<file path="config.mk">
export PLATFORM = sky130hd
export DESIGN_NAME = ft245_sync_bus_arbiter
export DESIGN_NICKNAME = d
export VERILOG_FILES = /design/src/rtl/ft245_sync_bus_arbiter.sv
export SDC_FILE = /design/constraint.sdc
export NUM_CORES = 1
export LEC_CHECK = 0
export ABC_AREA = 1
export BUFFER_PORTS_ARGS = -buffer_cell sky130_fd_sc_hd__buf_2
export CORE_UTILIZATION = 50
export DETAILED_ROUTE_END_ITERATION = 10
export PLACE_DENSITY = 0.83
export SYNTH_ARGS = -nofsm -noshare
export SYNTH_HDL_FRONTEND = slang
export SYNTH_SLANG_ARGS = --single-unit
</file>
<file path="constraint.sdc">
create_clock -name ftdi_clk -period 2.5 [get_ports ftdi_clk]
set_input_delay 0.75 -clock ftdi_clk [delete_from_list [all_inputs] [get_ports ftdi_clk]]
set_output_delay 0.75 -clock ftdi_clk [all_outputs]
set_load 0.02 [all_outputs]
</file>
<file path="src/rtl/ft245_sync_bus_arbiter.sv">
`default_nettype none
// ============================================================================
// ft245_sync_bus_arbiter
// Half-duplex FT245 synchronous-FIFO bus arbiter with burst-limited fairness.
// Rev 1.0
// ============================================================================
module ft245_sync_bus_arbiter #(
  parameter int BURST_MAX = 64
) (
  input  logic       ftdi_clk,
  input  logic       rst,
  input  logic       ftdi_rde_n,
  input  logic       ftdi_txe_n,
  input  logic [7:0] ftdi_data_i,
  output logic [7:0] ftdi_data_o,
  output logic       ftdi_data_oe,
  output logic       ftdi_oe_n,
  output logic       ftdi_rd_n,
  output logic       ftdi_wr_n,
  output logic       ftdi_siwu,
  output logic [7:0] rx_data,
  output logic       rx_stb,
  input  logic       rx_ready,
  input  logic [7:0] tx_data,
  input  logic       tx_valid,
  output logic       tx_ack,
  input  logic       tx_flush,
  output logic       rx_active,
  output logic       tx_active
);

  localparam int CW = $clog2(BURST_MAX + 1);
  localparam logic [CW-1:0] CNT_MAX = CW'(BURST_MAX);

  typedef enum logic [2:0] {
    IDLE     = 3'd0,
    RX_OE    = 3'd1,
    RX_READ  = 3'd2,
    RX_END   = 3'd3,
    TX_WRITE = 3'd4,
    TX_END   = 3'd5
  } state_t;

  state_t        state_q, state_d;
  logic [CW-1:0] cnt_q, cnt_d;
  logic [7:0]    rx_data_q, rx_data_d;
  logic          rx_stb_q, rx_stb_d;
  logic          flush_pending_q, flush_pending_d;
  logic          rx_limited_q, rx_limited_d;
  logic          rx_elig, tx_elig, below_max, siwu_fire;

  always_ff @(posedge ftdi_clk) begin
    if (rst) begin
      state_q         <= IDLE;
      cnt_q           <= '0;
      rx_data_q       <= '0;
      rx_stb_q        <= 1'b0;
      flush_pending_q <= 1'b0;
      rx_limited_q    <= 1'b0;
    end else begin
      state_q         <= state_d;
      cnt_q           <= cnt_d;
      rx_data_q       <= rx_data_d;
      rx_stb_q        <= rx_stb_d;
      flush_pending_q <= flush_pending_d;
      rx_limited_q    <= rx_limited_d;
    end
  end

  always_comb begin
    rx_elig      = ~ftdi_rde_n & rx_ready;
    tx_elig      = tx_valid & ~ftdi_txe_n;
    below_max    = (cnt_q < CNT_MAX);
    siwu_fire    = 1'b0;
    state_d      = state_q;
    cnt_d        = cnt_q;
    rx_data_d    = rx_data_q;
    rx_stb_d     = 1'b0;
    rx_limited_d = rx_limited_q;
    ftdi_oe_n    = 1'b1;
    ftdi_rd_n    = 1'b1;
    ftdi_wr_n    = 1'b1;
    ftdi_data_oe = 1'b0;

    case (state_q)
      IDLE: begin
        // RX is the default winner; TX only pre-empts after RX hit its burst cap.
        if (rx_elig && !(tx_elig && rx_limited_q)) begin
          state_d      = RX_OE;
          cnt_d        = '0;
          rx_limited_d = 1'b0;
        end else if (tx_elig) begin
          state_d      = TX_WRITE;
          cnt_d        = '0;
          rx_limited_d = 1'b0;
        end else begin
          siwu_fire = flush_pending_q & ~rst;
        end
      end
      RX_OE: begin
        ftdi_oe_n = 1'b0;
        state_d   = RX_READ;
      end
      RX_READ: begin
        ftdi_oe_n = 1'b0;
        // Strobes are gated by rst so nothing moves on the reset edge.
        ftdi_rd_n = ~(rx_elig & below_max & ~rst);
        if (!ftdi_rd_n) begin
          rx_data_d = ftdi_data_i;
          rx_stb_d  = 1'b1;
          cnt_d     = cnt_q + CW'(1);
        end else begin
          state_d      = RX_END;
          rx_limited_d = ~below_max;
        end
      end
      RX_END: begin
        state_d = IDLE;
      end
      TX_WRITE: begin
        ftdi_data_oe = 1'b1;
        ftdi_wr_n    = ~(tx_elig & below_max & ~rst);
        if (!ftdi_wr_n) begin
          cnt_d = cnt_q + CW'(1);
        end else begin
          state_d = TX_END;
        end
      end
      TX_END: begin
        state_d = IDLE;
      end
      default: begin
        state_d = IDLE;
      end
    endcase

    flush_pending_d = siwu_fire ? 1'b0 : (flush_pending_q | tx_flush);
  end

  assign ftdi_siwu   = ~siwu_fire;
  assign ftdi_data_o = tx_data;
  assign tx_ack      = ~ftdi_wr_n;
  assign rx_data     = rx_data_q;
  assign rx_stb      = rx_stb_q;
  assign rx_active   = (state_q == RX_OE) || (state_q == RX_READ);
  assign tx_active   = (state_q == TX_WRITE);

endmodule
`default_nettype wire

</file>
After elaboration in Yosys (flattened, before gate mapping)
Index checks and enable logic that the tools add are counted.
{"block": "totals", "wordCells": 69, "regBits": 21, "output_inout_bits": 25, "memories": 0, "ram_bits": 0, "in_bits": 23, "latchBits": 0, "mem_bits_ro": 0}
{"block": "op_classes", "n_eq_ne": 8, "magnitude_cmp": 1, "muxes": 22, "n_bitwise": 17, "n_shift": 0, "multipliers": 0, "reduce_logical": 14, "div_mod_pow": 0, "add_sub_neg": 1}
{"operator": "2-to-1 mux 7 bit", "n": 4}
{"operator": "case mux 7 bit (3 select lines)", "n": 1}
{"operator": "2-to-1 mux 3 bit", "n": 4}
{"operator": "case mux 3 bit (4 select lines)", "n": 1}
{"operator": "2-to-1 mux 1 bit", "n": 11}
{"operator": "NOT 1 bit", "n": 9}
{"operator": "adder 7 x 1 -> 7 bit (second input constant)", "n": 1}
{"operator": "bitwise AND 1 bit", "n": 7}
{"operator": "less-than comparator 7 bit (second input constant)", "n": 1}
{"operator": "!= test 2 bit (second input constant)", "n": 3}
{"operator": "AND reduction 3 bit", "n": 2}
{"operator": "OR reduction 2 bit", "n": 3}
{"operator": "AND reduction 4 bit", "n": 1}
{"operator": "== test 3 x 1 -> 1 bit (second input constant)", "n": 1}
{"operator": "== test 3 x 2 -> 1 bit (second input constant)", "n": 1}
{"operator": "== test 3 bit (second input constant)", "n": 1}
{"operator": "logical NOT 3 bit", "n": 1}
{"operator": "!= test 3 bit (second input constant)", "n": 1}
{"operator": "nonzero test 3 bit", "n": 1}
{"operator": "logical AND 1 bit", "n": 2}
{"operator": "!= test 2 x 1 -> 1 bit (second input constant)", "n": 1}
{"operator": "case mux 1 bit (2 select lines)", "n": 1}
{"operator": "AND reduction 2 bit", "n": 1}
{"operator": "nonzero test 2 bit", "n": 1}
{"operator": "other kinds (3)", "n": 3}

Longest topological paths before layout
Gate-level depths: netlist of run 1.
{"block": "logic_depth", "depth_word": 8, "mapped_depth": 9, "ltp_nobuf": 9}

Worst setup path after synthesis of run 1
No wires, ideal clock.
{"block": "synth_path", "path_kind": "input-to-output", "from": "in rst", "to": "out ftdi_wr_n", "path_slack_ps": 179, "n_path_buf": 0, "t_arrival_ps": 1571, "t_required_ps": 1750, "stages": 4, "cell_sequence": "nor2_1 > nand2_1 > nor2_1 > inv_1"}
{"block": "synth_via", "elab_chain_len": 4}
{"element": "start, declared", "line_no": "11", "text": "input logic rst,"}
{"element": "NOT 1 bit", "line_no": "122", "text": "ftdi_wr_n = ~(tx_elig & below_max & ~rst);"}
{"element": "bitwise AND 1 bit", "line_no": "122"}
{"element": "NOT 1 bit", "line_no": "122"}
{"element": "2-to-1 mux 1 bit", "line_no": "85", "text": "case (state_q)"}
{"element": "end, declared", "line_no": "19", "text": "output logic ftdi_wr_n,"}
No other way between the ends.

Worst setup path in the final report of run 1
Same ends and word-level chain as after synthesis.

==> insert_results.sql, run 1 <==
INSERT INTO impl_metrics (metric_group, metric, value, unit) VALUES
('status', 'status', 'complete, no violations', ''),
('worst_hold_path', 'timing.hold.worst.class', 'reg -> reg', ''),
('timing', 'finalCriticalPeriod', '2.27', 'ns'),
('clock_network', 'worst_setup_hold_path_clk_slew', '0.12', 'ns'),
('routing', 'routed_wirelength', '2.29', 'mm'),
('timing', 'timing.final.hold_violations', '0', ''),
('synth', 'synth_top_cells_by_area', 'sky130_fd_sc_hd__dfxtp_1 (36%), sky130_fd_sc_hd__nand2_1 (14%), sky130_fd_sc_hd__nor2_1 (12%), sky130_fd_sc_hd__inv_1 (6.2%), sky130_fd_sc_hd__buf_4 (5.8%)', ''),
('floorplan', 'floorplan.die_area', '2510', 'sq um'),
('synth', 'syn-instance-count', '178', ''),
('power', 'portion_of_total_power_attributed_to_combinational_logic', '0.415', ''),
('worst_setup_path', 'timing.critical_path.max_delay_family', 'simple AND/OR/NAND/NOR gates', ''),
('worst_setup_path', 'worst-path-max-fanout', '3', ''),
('timing', 'setup_repair_after_global_routing_missed_its_margin', 'false', ''),
('grt', 'grt_first_pass_wirelength', '4.05', 'mm'),
('floorplan', 'design.portCount', '48', ''),
('routing', 'drt_drc_violations_left', '0', ''),
('clock_network', 'clock-sinks', '21', ''),
('worst_setup_path', 'start_to_end_type_of_the_worst_setup_path', 'in -> out', ''),
('power', 'power_per_cell_area', '696', 'nW/um^2'),
('synth', 'syn_avg_cell_area', '6.51', 'sq um'),
('clock_network', 'worst_skew_pair.late_latency', '0.30', 'ns'),
('finish', 'seqCellArea', '420', 'sq um'),
('routing', 'vias', '1115', ''),
('placement', 'dp.final_hpwl', '1.82', 'mm'),
('synth', 'synth-warning-count', '0', ''),
('timing', 'final-setup-viol-count', '0', ''),
('worst_setup_path', 'worstPathCellList', 'buf_2 > nor2_1 > nand2_1 > nor2_1 > inv_1 > buf_2', ''),
('worst_hold_path', 'holdPathStages', '2', ''),
('timing', 'finClkSkew', '0.00771', 'ns'),
('synth', 'synth_ff_type', 'sky130_fd_sc_hd__dfxtp_1', ''),
('synth', 'synthDominantCellAreaShare', '0.363', ''),
('worst_setup_path', 'cp_slowest_stage_delay', '0.19', 'ns'),
('synth', 'yosysUniqueCellTypes', '25', ''),
('clock_network', 'root_buffer', 'sky130_fd_sc_hd__clkbuf_4', ''),
('power', 'cell_internal_power_dissipation', '0.000532', 'W'),
('worst_setup_path', 'worst-endpoint-required', '1.75', 'ns'),
('routing', 'wl_met1', '1.09', 'mm'),
('finish', 'final_layout_fill_cell_count', '222', ''),
('timing', 'maxClockFrequency', '440', 'MHz'),
('clock_network', 'cts_tree', 'done', ''),
('floorplan', 'rows', '17', ''),
('routing', 'dr_wl_met3', '139', 'um'),
('timing', 'hold-worst-slack', '0.482', 'ns'),
('timing', 'pins_over_slew_limit', '0', ''),
('floorplan', 'die_x', '50.1', 'um'),
('worst_setup_path', 'timing.critical_path.buf_inv', '3', ''),
('routing', 'detail_route.first_pass.iterations', '7', ''),
('finish', 'multi_input_gate_area', '562', 'sq um'),
('power', 'switching_share', '0.417', ''),
('floorplan', 'floorplan.core_area', '2190', 'sq um'),
('routing', 'wl_per_cell', '9.88', 'um'),
('worst_setup_path', 'critical_path.endpoint_type', 'output port', ''),
('floorplan', 'chipHeight', '50.1', 'um'),
('routing', 'ant_nets', '0', ''),
('synth', 'mapped_nets', '202', ''),
('timing', 'max_slew_margin', '0.838', ''),
('routing', 'route.met2.wl', '1.07', 'mm'),
('clock_network', 'deepest_clock_path_buffer_count', '2', ''),
('grt', 'number_of_antenna_violations_at_the_first_check_in_global_routing', '0', ''),
('finish', 'area_growth', '13.3', '%'),
('routing', 'dr.max_layer_used', 'met4', ''),
('finish', 'drive_above_1_share', '0.260', ''),
('routing', 'detail_route.iter0.violations', '17', ''),
('synth', 'postSynthRegisterBits', '21', ''),
('synth', 'syn_area', '1160', 'sq um'),
('placement', 'gp_congestion', '0.843', ''),
('synth', 'synthArstFlopShare', '0', ''),
('worst_setup_path', 'timing.critical_path.slowest_stage_cell', 'sky130_fd_sc_hd__nor2_1', ''),
('synth', 'synth_area_leader_cell', 'sky130_fd_sc_hd__dfxtp_1', ''),
('run', 'drv_cap', '0', ''),
('synth', 'ys_seq_area_frac', '0.363', '');
per-layer routing:
| metal | GRT usage | vias to the layer above |
|---|---|---|
| li1 | - | 594 |
| met5 | 0 | - |
| met2 | 0.356 | 32 |
| met3 | 0.0515 | 2 |
| met4 | 0.0333 | 0 |
| met1 | 0.253 | 487 |
cells in the final DEF, fill, tap and decap left out, drive strengths merged:
cell type / count
nand2: 47
nand3: 7
buf: 34
o21ai: 11
clkbuf: 3
nor3: 3
inv: 23
clkinv: 2
ha: 1
xor2: 1
nor2: 39
o21bai: 1
a21oi: 11
dfxtp: 21
layout make-up:
type / count / area share
Clock buffer: 3 / 0.0172
Tap cell: 28 / 0.0267
Clock inverter: 1 / 0.00381
Multi-Input combinational cell: 121 / 0.428
Inverter: 24 / 0.0686
Sequential cell: 21 / 0.320
Timing Repair Buffer: 34 / 0.135
tightest hold or removal path, cell delays in order (launching register included):
cell	delay, ns
sky130_fd_sc_hd__dfxtp_1	0.33
sky130_fd_sc_hd__nand2_1	0.06
sky130_fd_sc_hd__a21oi_1	0.06
final timing paths:
path	slack, ns	from	endpoint
hold / removal	0.48	cnt_q[5]$_SDFFE_PP0P_	cnt_q[5]$_SDFFE_PP0P_
setup / recovery	0.23	rst	ftdi_wr_n
hold reg to reg	0.48	cnt_q[5]$_SDFFE_PP0P_	cnt_q[5]$_SDFFE_PP0P_
setup reg to reg	1.09	cnt_q[6]$_SDFFE_PP0P_	rx_data[5]$_SDFFE_PP0P_
through the flow:
stage / worst slack (ns) / area, sq um / total power (W) / utilization / std cells
floorplan: 0.179 / 1160 / 0.000691 / - / 178
global placement: 0.265 / 1280 / 0.000758 / 0.587 / 228
detailed placement: 0.235 / 1280 / 0.000762 / 0.587 / 228
CTS: 0.228 / 1310 / 0.000920 / 0.599 / 232
global route: 0.0642 / 1310 / 0.000983 / 0.599 / 232
finish: 0.225 / 1310 / 0.000914 / 0.599 / 232
power by group through the flow:
stage	clock network (W)	registers, W	logic (W)
after CTS	0.000164	0.000377	0.000378
after detailed placement	0	0.000385	0.000377
after floorplan	0	0.000386	0.000306
final	0.000157	0.000378	0.000379
after global placement	0	0.000385	0.000374
after global routing	0.000178	0.000382	0.000422
synthesized netlist by cell type (all sizes together) (3+ instances only):
cell type	count
buf	11
nor3	3
nand2	47
nand3	7
inv	23
a21oi	11
nor2	39
dfxtp	21
o21ai	11
cells by family after synthesis:
family                   after synthesis  share of synthesized area
buffers and inverters                 36                      0.152
AO/OA/AOI/OAI                         23                      0.108
adder cells (fa/ha/maj)                1                     0.0108
XOR/XNOR                               1                    0.00756
AND/OR/NAND/NOR                       96                      0.359
flip-flops                            21                      0.363
flip-flops by register name (all words and copies together) (netlist names):
signal           cells
cnt_q                7
rx_stb               1
flush_pending_q      1
rx_data              8
state_q              3
rx_limited_q         1
(Power assumes the default switching activity.)
==> run 2: changes to the inputs <==
Settings changed: PLACE_DENSITY 0.83 to not set, PLACE_DENSITY_LB_ADDON set to 0.25.
==> insert_results.sql, run 2 (synthesis gave the netlist of run 1 again) <==
INSERT INTO impl_metrics (metric_group, metric, value, unit) VALUES
('clock_network', 'deepest_clock_path_buffer_count', '2', ''),
('clock_network', 'cts_tree', 'done', ''),
('floorplan', 'floorplan.core_area', '2190', 'sq um'),
('floorplan', 'design.portCount', '48', ''),
('grt', 'grt_first_pass_wirelength', '4.00', 'mm'),
('clock_network', 'clock-sinks', '21', ''),
('power', 'irDropWorstVdd', '0.651', 'mV'),
('routing', 'routed_wirelength', '2.40', 'mm'),
('grt', 'number_of_antenna_violations_at_the_first_check_in_global_routing', '0', ''),
('finish', 'area_growth', '13.3', '%'),
('clock_network', 'post_cts_gate_resize_count', '0', ''),
('timing', 'timing.final.hold_violations', '0', ''),
('routing', 'drt_drc_violations_left', '0', ''),
('finish', 'largest_register_ff_count', '8', ''),
('worst_setup_path', 'start_to_end_type_of_the_worst_setup_path', 'in -> out', ''),
('worst_setup_path', 'rr_worst_depth', '8', ''),
('clock_network', 'worst_skew_pair.late_latency', '0.31', 'ns'),
('finish', 'diodes', '0', ''),
('timing', 'worst_margin_slew', '0.292', 'ns'),
('worst_setup_path', 'worst-path-max-fanout', '5', ''),
('routing', 'vias', '1140', ''),
('timing', 'setup_repair_after_global_routing_missed_its_margin', 'false', ''),
('worst_hold_path', 'holdPathStages', '2', ''),
('finish', 'postLayoutCoreUtil', '0.599', ''),
('timing', 'final.period_utilization', '0.982', ''),
('floorplan', 'floorplan.die_area', '2510', 'sq um'),
('floorplan', 'rows', '17', ''),
('worst_hold_path', 'hp-start', 'cnt_q[5]$_SDFFE_PP0P_', ''),
('worst_hold_path', 'timing.hold.worst.class', 'reg -> reg', ''),
('routing', 'ant_nets', '0', ''),
('clock_network', 'root_buffer', 'sky130_fd_sc_hd__clkbuf_4', ''),
('worst_setup_path', 'worst_r2r_dst', 'rx_data[6]$_SDFFE_PP0P_', ''),
('grt', 'overflow', '0', ''),
('finish', 'drive_above_1_share', '0.260', ''),
('finish', 'mostFrequentLayoutCell', 'sky130_fd_sc_hd__nand2_1', ''),
('finish', 'final_nets', '229', ''),
('timing', 'max_slew_margin', '0.805', ''),
('clock_network', 'numCtsBuffers', '3', ''),
('finish', 'layout_common_cells', 'sky130_fd_sc_hd__nand2_1 (43), sky130_fd_sc_hd__nor2_1 (36), sky130_fd_sc_hd__buf_2 (31), sky130_fd_sc_hd__dfxtp_1 (21), sky130_fd_sc_hd__inv_1 (19)', ''),
('grt', 'largest_net_degree_at_the_start_of_global_routing', '13', ''),
('worst_setup_path', 'critical_path_start_type', 'input port', ''),
('clock_network', 'postCtsSetupRepairBufs', '0', ''),
('worst_setup_path', 'critPathArrivalTime', '1.71', 'ns'),
('placement', 'port-buffer-count', '31', ''),
('routing', 'wl_per_cell', '10.3', 'um'),
('placement', 'gp_congestion', '0.952', ''),
('timing', 'maxClockFrequency', '407', 'MHz'),
('worst_hold_path', 'hold_ep', 'cnt_q[5]$_SDFFE_PP0P_', ''),
('worst_setup_path', 'critical_path.endpoint_type', 'output port', ''),
('floorplan', 'die_x', '50.1', 'um'),
('clock_network', 'holdBufCountCts', '0', ''),
('power', 'power_per_cell_area', '706', 'nW/um^2'),
('routing', 'detail_route.first_pass.iterations', '4', ''),
('timing', 'finalSetupTns', '0', 'ns'),
('placement', 'dp.final_hpwl', '1.83', 'mm'),
('power', 'leakagePower', '0.629', 'nW'),
('grt', 'first_global_vias', '994', ''),
('routing', 'detail_route.vias_per_cell', '4.91', ''),
('routing', 'detail_route.iter0.violations', '33', ''),
('timing', 'final-setup-viol-count', '0', ''),
('clock_network', 'h-tree-depth', '1', ''),
('worst_setup_path', 'ff2ff_setup_slack', '1.11', 'ns'),
('floorplan', 'start_util', '0.529', ''),
('worst_setup_path', 'timing.rr.start', 'state_q[0]$_SDFFE_PP0P_', ''),
('run', 'drv_cap', '0', ''),
('clock_network', 'worst_setup_hold_path_clk_slew', '0.11', 'ns'),
('floorplan', 'chipHeight', '50.1', 'um'),
('grt', 'globalRouteTotalUtil', '0.207', ''),
('timing', 'finalCriticalPeriod', '2.46', 'ns'),
('worst_setup_path', 'worst-endpoint-required', '1.75', 'ns'),
('status', 'status', 'complete, no violations', ''),
('timing', 'pins_over_slew_limit', '0', ''),
('timing', 'finClkSkew', '0.00990', 'ns');
run 2: cell counts in the layout (fill, tap and decap cells not counted):
Identical to the previous run, type by type.
run 2: final cells by class:
| class | instances | area (sq um) |
|---|---|---|
| Tap cell | 28 | 35.0 |
| Inverter | 24 | 90.1 |
| Sequential cell | 21 | 420 |
| Clock inverter | 1 | 5.00 |
| Multi-Input combinational cell | 121 | 562 |
| Clock buffer | 3 | 22.5 |
| Fill cell | 219 | 878 |
| Timing Repair Buffer | 34 | 178 |
run 2: worst max path at each step:
| stage | cells after the start | from | slack (ns) | to |
|---|---|---|---|---|
| CTS | 6 | rst | 0.11 | ftdi_wr_n |
| global placement | 6 | rst | 0.24 | ftdi_wr_n |
| floorplan | 4 | rst | 0.18 | ftdi_wr_n |
| detailed placement | 6 | rst | 0.11 | ftdi_wr_n |
| finish | 6 | rst | 0.04 | ftdi_wr_n |
| global route | 6 | rst | 0.02 | ftdi_wr_n |
run 2: per-stage QoR:
stage | setup WS, ns | cells | cell area (sq um) | total power, W | hold WS [ns]
2_1_floorplan | 0.179 | 178 | 1160 | 0.000691 | 0.445
3_3_place_gp | 0.245 | 228 | 1280 | 0.000754 | 0.456
3_5_place_dp | 0.111 | 228 | 1280 | 0.000765 | 0.461
4_1_cts | 0.109 | 232 | 1310 | 0.000933 | 0.480
5_1_grt | 0.0166 | 232 | 1310 | 0.000993 | 0.500
6_report | 0.0447 | 232 | 1310 | 0.000926 | 0.477
run 2: per-layer routing:
metal / share of wire / vias up / global-route usage
li1: - / 586 / -
met1: 0.44 / 501 / 0.260
met2: 0.46 / 48 / 0.347
met3: 0.075 / 5 / 0.0273
met4: 0.018 / 0 / 0.100
met5: 0 / - / 0
run 2: critical path, stage by stage:
cell	delay, ns
sky130_fd_sc_hd__buf_2	0.14
sky130_fd_sc_hd__nor2_1	0.20
sky130_fd_sc_hd__nand2_1	0.11
sky130_fd_sc_hd__nor2_1	0.25
sky130_fd_sc_hd__inv_1	0.09
sky130_fd_sc_hd__buf_2	0.17
run 2: power breakdown:
group          total (W)  switching [W]  internal, W  leakage (nW)
combinational   0.000381       0.000265     0.000115         0.441
sequential      0.000377      0.0000200     0.000357         0.170
clock           0.000168       0.000108    0.0000599        0.0177
total           0.000926       0.000394     0.000532         0.629
